[config.mk]
export PLATFORM = sky130hd
export DESIGN_NAME = fir_tap_mac_8_flat
export DESIGN_NICKNAME = d
export VERILOG_FILES = /design/src/rtl/fir_tap_mac_8_pkg.sv /design/src/rtl/fir_tap_mac_8_if.sv /design/src/rtl/fir_tap_mac_8_mac_unit.sv /design/src/rtl/fir_tap_mac_8.sv /design/src/flat_wrapper.sv
export SDC_FILE = /design/constraint.sdc
export NUM_CORES = 2
export LEC_CHECK = 0
export BUFFER_PORTS_ARGS = -buffer_cell sky130_fd_sc_hd__buf_2
export CAP_MARGIN = 20
export CORE_ASPECT_RATIO = 0.8
export CORE_MARGIN = 3
export CORE_UTILIZATION = 55
export CTS_BUF_LIST = sky130_fd_sc_hd__clkbuf_2
export CTS_CLUSTER_DIAMETER = 200
export DETAILED_ROUTE_END_ITERATION = 16
export PLACE_DENSITY = 0.83
export SLEW_MARGIN = 20
export SYNTH_ARGS = -nofsm -noshare
export SYNTH_HDL_FRONTEND = slang
export SYNTH_SLANG_ARGS = --single-unit
[constraint.sdc]
create_clock -name clk -period 9.4 [get_ports clk]
set_clock_uncertainty 0.1 [all_clocks]
set_input_delay 0.47 -clock clk [delete_from_list [all_inputs] [get_ports clk]]
set_output_delay 0.47 -clock clk [all_outputs]
set_load 0.005 [all_outputs]
[src/rtl/fir_tap_mac_8_pkg.sv]
// Shared constants and state encoding for the time-shared 8-tap FIR MAC.
package fir_pkg;

  localparam int unsigned NUM_TAPS   = 8;
  localparam int unsigned GUARD_BITS = $clog2(NUM_TAPS);

  typedef enum logic [1:0] {
    StIdle = 2'd0,
    StMac  = 2'd1,
    StDone = 2'd2
  } state_e;

endpackage

[src/rtl/fir_tap_mac_8_if.sv]
// Sample-in / result-out valid-ready channels of the FIR tap MAC.
interface fir_tap_mac_8_if
  import fir_pkg::*;
#(
  parameter int unsigned WIDTH      = 16,
  parameter int unsigned COEF_WIDTH = 16,
  parameter int unsigned ACC_WIDTH  = WIDTH + COEF_WIDTH + GUARD_BITS
);

  logic                           in_valid;
  logic                           in_ready;
  logic [WIDTH*NUM_TAPS-1:0]      taps_flat;
  logic [COEF_WIDTH*NUM_TAPS-1:0] coef_flat;
  logic                           out_valid;
  logic                           out_ready;
  logic [ACC_WIDTH-1:0]           out_data;

  modport master (
    output in_valid, taps_flat, coef_flat, out_ready,
    input  in_ready, out_valid, out_data
  );

  modport slave (
    input  in_valid, taps_flat, coef_flat, out_ready,
    output in_ready, out_valid, out_data
  );

endinterface

[src/rtl/fir_tap_mac_8_mac_unit.sv]
// Signed multiplier feeding a clearable accumulator; one term per enabled cycle.
module fir_mac_unit #(
  parameter int unsigned WIDTH      = 16,
  parameter int unsigned COEF_WIDTH = 16,
  parameter int unsigned ACC_WIDTH  = 35
) (
  input  logic                        clk,
  input  logic                        rst,
  input  logic                        clr,
  input  logic                        en,
  input  logic signed [WIDTH-1:0]     a,
  input  logic signed [COEF_WIDTH-1:0] b,
  output logic signed [ACC_WIDTH-1:0] acc
);

  localparam int unsigned ProdWidth = WIDTH + COEF_WIDTH;

  logic signed [ProdWidth-1:0] w_prod;
  logic signed [ACC_WIDTH-1:0] w_prod_ext;
  logic signed [ACC_WIDTH-1:0] r_acc;

  // Sized casts of signed operands sign-extend, giving a full-precision product.
  assign w_prod     = ProdWidth'(a) * ProdWidth'(b);
  assign w_prod_ext = ACC_WIDTH'(w_prod);

  always_ff @(posedge clk or posedge rst) begin
    if (rst) begin
      r_acc <= '0;
    end else if (clr) begin
      r_acc <= '0;
    end else if (en) begin
      r_acc <= r_acc + w_prod_ext;
    end
  end

  assign acc = r_acc;

endmodule

[src/rtl/fir_tap_mac_8.sv]
// 8-tap FIR dot product using one shared MAC: capture, 8 MAC cycles, hold result.
module fir_tap_mac_8
  import fir_pkg::*;
#(
  parameter int unsigned WIDTH      = 16,
  parameter int unsigned COEF_WIDTH = 16,
  parameter int unsigned ACC_WIDTH  = WIDTH + COEF_WIDTH + GUARD_BITS
) (
  input logic           clk,
  input logic           rst,
  fir_tap_mac_8_if.slave bus
);

  state_e                      r_state;
  logic [2:0]                  r_idx;
  logic signed [WIDTH-1:0]     r_taps  [NUM_TAPS];
  logic signed [COEF_WIDTH-1:0] r_coefs [NUM_TAPS];
  logic                        r_out_valid;
  logic [ACC_WIDTH-1:0]        r_out_data;

  logic                        w_in_ready;
  logic                        w_accept;
  logic signed [ACC_WIDTH-1:0] w_acc;

  assign w_in_ready = (r_state == StIdle) && !rst;
  assign w_accept   = w_in_ready && bus.in_valid;

  always_ff @(posedge clk or posedge rst) begin
    if (rst) begin
      r_state     <= StIdle;
      r_idx       <= '0;
      r_out_valid <= 1'b0;
      r_out_data  <= '0;
      for (int k = 0; k < NUM_TAPS; k++) begin
        r_taps[k]  <= '0;
        r_coefs[k] <= '0;
      end
    end else begin
      unique case (r_state)
        StIdle: begin
          if (bus.in_valid) begin
            for (int k = 0; k < NUM_TAPS; k++) begin
              r_taps[k]  <= bus.taps_flat[WIDTH*k +: WIDTH];
              r_coefs[k] <= bus.coef_flat[COEF_WIDTH*k +: COEF_WIDTH];
            end
            r_idx   <= '0;
            r_state <= StMac;
          end
        end
        StMac: begin
          r_idx <= r_idx + 3'd1;
          if (r_idx == 3'(NUM_TAPS - 1)) begin
            r_out_valid <= 1'b1;
            r_state     <= StDone;
          end
        end
        StDone: begin
          if (bus.out_ready) begin
            // Keep the result visible after the handshake; the accumulator is reused.
            r_out_data  <= w_acc;
            r_out_valid <= 1'b0;
            r_state     <= StIdle;
          end
        end
        default: r_state <= StIdle;
      endcase
    end
  end

  fir_mac_unit #(
    .WIDTH      (WIDTH),
    .COEF_WIDTH (COEF_WIDTH),
    .ACC_WIDTH  (ACC_WIDTH)
  ) u_mac (
    .clk (clk),
    .rst (rst),
    .clr (w_accept),
    .en  (r_state == StMac),
    .a   (r_taps[r_idx]),
    .b   (r_coefs[r_idx]),
    .acc (w_acc)
  );

  assign bus.in_ready  = w_in_ready;
  assign bus.out_valid = r_out_valid;
  assign bus.out_data  = (r_state == StDone) ? w_acc : r_out_data;

endmodule

[src/flat_wrapper.sv]
// flat-port wrapper written by rule: the top's interface ports become plain ports
module fir_tap_mac_8_flat import fir_pkg::*;
#(
  parameter int unsigned WIDTH      = 16,
  parameter int unsigned COEF_WIDTH = 16,
  parameter int unsigned ACC_WIDTH  = WIDTH + COEF_WIDTH + GUARD_BITS
)
  (clk, rst, bus_in_valid, bus_taps_flat, bus_coef_flat, bus_out_ready, bus_in_ready, bus_out_valid, bus_out_data);
  fir_tap_mac_8_if #(.WIDTH(WIDTH), .COEF_WIDTH(COEF_WIDTH), .ACC_WIDTH(ACC_WIDTH)) bus_i ();
  input logic clk;
  input logic rst;
  input wire logic [$bits(bus_i.in_valid)-1:0] bus_in_valid;
  input wire logic [$bits(bus_i.taps_flat)-1:0] bus_taps_flat;
  input wire logic [$bits(bus_i.coef_flat)-1:0] bus_coef_flat;
  input wire logic [$bits(bus_i.out_ready)-1:0] bus_out_ready;
  output wire logic [$bits(bus_i.in_ready)-1:0] bus_in_ready;
  output wire logic [$bits(bus_i.out_valid)-1:0] bus_out_valid;
  output wire logic [$bits(bus_i.out_data)-1:0] bus_out_data;
  assign bus_i.in_valid = bus_in_valid;
  assign bus_i.taps_flat = bus_taps_flat;
  assign bus_i.coef_flat = bus_coef_flat;
  assign bus_i.out_ready = bus_out_ready;
  assign bus_in_ready = bus_i.in_ready;
  assign bus_out_valid = bus_i.out_valid;
  assign bus_out_data = bus_i.out_data;
  fir_tap_mac_8 #(.WIDTH(WIDTH), .COEF_WIDTH(COEF_WIDTH), .ACC_WIDTH(ACC_WIDTH)) u_core (.clk(clk), .rst(rst), .bus(bus_i));
endmodule
==> summary.md, run 1 <==
| Metric | Value |
|---|---|
| Outcome | did not finish |
| Fail Step | 5_1_grt |
| Err | [ERROR GRT-0116] Global routing finished with congestion. Check the congestion regions in the DRC Viewer. |
| Total GRT Usage | between 60% and 70% |
| Async S/R FF share, synth | 100.0% |
| Post-DP HPWL | ~52000 um |
| GPL Wtd Cong | 0.9468 |
| Clk sink count | 332 |
| Site row count | 70 |
| Starting density of the core | a little under three fifths |
| # port buffers | approximately 300 |
| Die H | between 200 and 250 um |
| Count of unique library cells instantiated by Yosys | 64 |
| Num CTS Buffers | 84 |
| DIE WIDTH | about 250 um |
| Pin count of the biggest net entering global routing | ~120 |
| Yosys reg bits | 332 |
| Vias in the first global route | approximately 33k |
| First-pass GRT wire length | 229000 um |
| Number of flops mapped to enable cells by yosys | 0 |
| Sequential fraction of the synthesis area | 32.09% |
| Synth Instances | roughly 2.7k |
| Htree depth | 3 |
| Max clock buf depth | 3 |
| Syn avg cell area | between 9 and 10 um2 |
| YS warnings | 0 |
| Gates resized, CTS repair | 0 |
| Primary FF master, synth | dfrtp_1 |
| Overflow after GRT | ~100 |
| Ports | slightly below 300 |
| Mapped Nets | ~3.4k |
| Mapped cell area | approximately 26000 um2 |
| Root buf cell | clkbuf_2 |
## per-layer routing
metal | GRT overflow | global-route usage [%]
met2 | 52 | 79.18
met4 | 41 | 63.99
met5 | 2 | 34.75
met1 | 2 | 60.81
met3 | 1 | 55.83
## stage by stage
step                cell area (um2)  std cells  worst slack, ps
floorplan                     25890       2688             2024
global placement              28000       3518             1555
detailed placement            28000       3518             1403
CTS                           34880       4275             1330
## cell usage after synthesis (8+ instances only)
library cell	n	area, um2
nor2_1	141	529.3
buf_1	9	33.78
nor3_1	8	40.04
nand2_1	933	3502
mux2_2	92	1036
xor2_1	13	113.9
dfrtp_1	332	8308
o21ai_0	38	190.2
mux2i_1	25	250.2
ha_1	106	1326
a21oi_1	19	95.09
fa_1	310	6206
mux4_2	64	1441
inv_1	366	1374
clkbuf_1	81	304.0
xnor2_1	18	157.7
buf_2	18	90.09
## logic make-up after synthesis
family                   synth area share, %
AND/OR/NAND/NOR                        16.98
flip-flops                             32.09
adder cells (fa/ha/maj)                29.09
multiplexers                           10.62
AO/OA/AOI/OAI                          3.093
buffers and inverters                  7.017
XOR/XNOR                               1.112
## repair_timing
item | CTS
hold endpoints to repair | 359
setup buffers | 0
hold buffers | 612
==> run 2: changes to the inputs <==
--- a/config.mk
+++ b/config.mk
@@ -7,13 +7,10 @@
 export LEC_CHECK = 0
 export BUFFER_PORTS_ARGS = -buffer_cell sky130_fd_sc_hd__buf_2
 export CAP_MARGIN = 20
-export CORE_ASPECT_RATIO = 0.8
 export CORE_MARGIN = 3
-export CORE_UTILIZATION = 55
-export CTS_BUF_LIST = sky130_fd_sc_hd__clkbuf_2
-export CTS_CLUSTER_DIAMETER = 200
+export CORE_UTILIZATION = 40
 export DETAILED_ROUTE_END_ITERATION = 16
-export PLACE_DENSITY = 0.83
+export PLACE_DENSITY_LB_ADDON = 0.15
 export SLEW_MARGIN = 20
 export SYNTH_ARGS = -nofsm -noshare
 export SYNTH_HDL_FRONTEND = slang
==> constraint.sdc (replaced) <==
create_clock -name clk -period 12.2 [get_ports clk]
set_clock_uncertainty 0.1 [all_clocks]
set_input_delay 0.61 -clock clk [delete_from_list [all_inputs] [get_ports clk]]
set_output_delay 0.61 -clock clk [all_outputs]
set_load 0.005 [all_outputs]
==> summary.md, run 2 <==
| Metric | Value |
|---|---|
| Cell breakdown of the critical path | buf_4, mux4_2, mux2i_1, nor2_1, fa_1, inv_1, fa_1, fa_1, inv_1, fa_1, fa_1, inv_1, fa_1, inv_1, ha_1, a21o_1, a31o_2, or2_2, o21ai_2, a21boi_2, o21a_1, or3_1, a32o_1 |
| GPL Wtd Cong | 0.8963 (-5.3%) |
| Routed vias | between 15k and 20k |
| Worst path arrival time | just over 9000 ps |
| Count leader, synth | nand2_1 |
| Reg-to-reg slack, setup | approximately 3400 ps |
| Final period util | a little under three quarters |
| Setup bufs post-CTS | 0 (unchanged) |
| Nets@finish | 3617 |
| Final hold vios | 0 |
| Primary FF master, synth | dfrtp_1 |
| Area leader, netlist | dfrtp_1 |
| Top cell type's share of synthesized area | 32.09% (unchanged) |
| Die area | approximately 68000 um2 |
| Outcome | finished, final reports clean |
| RSZ-0062 raised after global routing | no |
| Initial antenna violation count | 4 |
| Number of flops mapped to enable cells by yosys | 0 (unchanged) |
| Hold Buf Count CTS | 0 (-100%) |
| CTS tree | done |
| Most frequent cells in the layout | 932 x nand2_1, 365 x inv_1, 329 x dfrtp_1 |
| Gates resized, CTS repair | 0 (unchanged) |
| CP Launch Type | flip-flop |
| Top post-synthesis cells by count | 933 x nand2_1, 366 x inv_1, 332 x dfrtp_1, 310 x fa_1, 141 x nor2_1 |
| Crit Path Class | reg -> reg |
| Vias in the first global route | 20.49k |
| Crit Path Max Fanout | 44 |
| Max Cap Violations | 0 |
| Total GRT Usage | between 20% and 30% |
| Number of vias per cell | around 5 |
| Mapped cell area | 25890 um2 (unchanged) |
| # port buffers | 296 (unchanged) |
| Sequential fraction of the synthesis area | 32.09% (unchanged) |
| Htree depth | 2 (-1) |
| Worst-margin pin slew | 1091 ps |
| Worst path most repeated cell | fa_1 |
| Min Tclk post-route | 8759 ps |
| Root buf cell | clkbuf_16 |
| Regs by FF count | u_core.r_coefs: 128 flops, u_core.r_taps: 128 flops |
| Slew Viols, Final | 0 |
| Final setup vio count | 0 |
| Slew Limit Headroom | about 25% |
| Ports | 297 (unchanged) |
| Fmax achieved | between 100 and 150 MHz |
| Share of layout cells above drive strength 1 | a little under a fifth |
| Layout area overhead | 14.12% |
| Synth Instances | 2688 (unchanged) |
| Worst Path Required | between 10000 and 15000 ps |
| Wirelength, routed | around 70000 um |
| TNS Setup | 0 ps |
| Pin count of the biggest net entering global routing | 108 |
| First-pass DRT Iterations | 5 |
| Clk sink count | 332 (unchanged) |
| First-pass GRT wire length | roughly 110000 um |
| YS warnings | 0 (unchanged) |
| Later-pin clock latency in the skew report | approximately 560 ps |
| Count of unique library cells instantiated by Yosys | 64 (unchanged) |
| Critical Path End Type | flip-flop |
| Async S/R FF share, synth | 100.0% (unchanged) |
| 1st-iter DRT viols | roughly 1.1k |
| Crit Reg-Reg Endpoint | u_core.u_mac.acc[20] |
| Num CTS Buffers | 38 (-55%) |
| Syn avg cell area | 9.632 um2 (unchanged) |
| Worst r2r path cells | 23 |
| Max clock buf depth | 3 (unchanged) |
| Starting density of the core | 40.75% (-15 points) |
| Max incr delay on CP | between 1000 and 1500 ps |
| Residual DRC | 0 |
| Most common cell after layout, fill and taps aside | nand2_1 |
| Reg2reg start | u_core.r_idx[0] |
| Yosys reg bits | 332 (unchanged) |
| Worst-path clk slew | about 60 ps |
| Overflow after GRT | 0 |
| Type of the worst min-delay path | in -> async |
| Post-route ant nets | 0 |
| Slowest CP cell | dfrtp_4 |
| DIE WIDTH | 260.4 um (+4.8%) |
| Core Region | between 60000 and 70000 um2 |
| Site row count | 92 (+31%) |
| Die H | 260.4 um (+30%) |
| Mapped Nets | 3364 (unchanged) |
| Post-DP HPWL | 55480 um (+6.1%) |
| WL/cell | 18.44 um |
| Ranking of synthesized cells by area | dfrtp_1 32%, fa_1 24%, nand2_1 14%, mux4_2 5.6%, inv_1 5.3% |
==> run 2: cell counts after synthesis <==
Identical to the previous run, type by type.
==> run 2: worst max-delay path: cells and delay by family (launching register included) <==
family	cells	cell delay, ps
buffers and inverters	5	770
and+or+nand+nor	3	790
muxes	2	1440
DFF	1	1040
AOI/OAI and AO/OA	6	1190
adders and majority gates	7	3290
==> run 2: metrics by stage <==
step | instances | area, um2 | util [%] | setup WS, ps | hold slack, ps
CTS | 3809 | 29480 | 46.39 | 3397 | 15.37
global route | 3814 | 29550 | 46.50 | 3020 | 40.51
detailed placement | 3745 | 28230 | 44.42 | 3418 | 357.2
finish | 3814 | 29550 | 46.50 | 3441 | 23.39
global placement | 3745 | 28220 | 44.41 | 3460 | 353.2
floorplan | 2688 | 25890 | - | 2263 | 340.3
==> run 2: layout make-up <==
class	count	area, um2
clock inverter	10	161.4
multi-input combinational	1880	15810
antenna	3	7.507
clock buffer	54	1091
sequential	332	8314
inverter	366	1381
tap	846	1059
fill	6181	34000
timing repair buffer	323	1724
==> run 2: worst max-delay path by stage <==
stage	startpoint	endpoint	slack (ps)	depth (start not counted)
floorplan	rst	u_core.u_mac.acc[25]	2260	4
global placement	u_core.r_idx[0]	u_core.u_mac.acc[28]	3460	23
detailed placement	u_core.r_idx[0]	u_core.u_mac.acc[20]	3420	23
CTS	u_core.r_idx[0]	u_core.u_mac.acc[28]	3400	23
global route	u_core.r_idx[0]	u_core.u_mac.acc[25]	3020	23
finish	u_core.r_idx[0]	u_core.u_mac.acc[20]	3440	23
==> run 2: cells by family (layout without fill, tap and decap cells) <==
group	Yosys count	count (layout)	share of synthesized area (%)
other cells	0	3	0
fa+ha+maj	416	416	29.09
mux	182	182	10.62
buf+inv	476	753	7.017
compound gates	118	118	3.093
simple gates	1132	1132	16.98
xor+xnor	32	32	1.112
flops	332	332	32.09
==> run 2: routing by layer <==
metal / routed length, um / vias to the layer above / GRT usage [%] / share of wire (%)
li1: - / 8810 / - / -
met1: 32580 / 9399 / 30.57 / 46
met2: 32360 / 549 / 33.81 / 46
met3: 3975 / 89 / 3.765 / 5.7
met4: 1409 / 2 / 5.249 / 2.0
met5: 9 / - / 0 / 0.013
Power of run 2 is not shown: default switching activity piles up to over one toggle a cycle in this logic, so the estimate is an artifact.
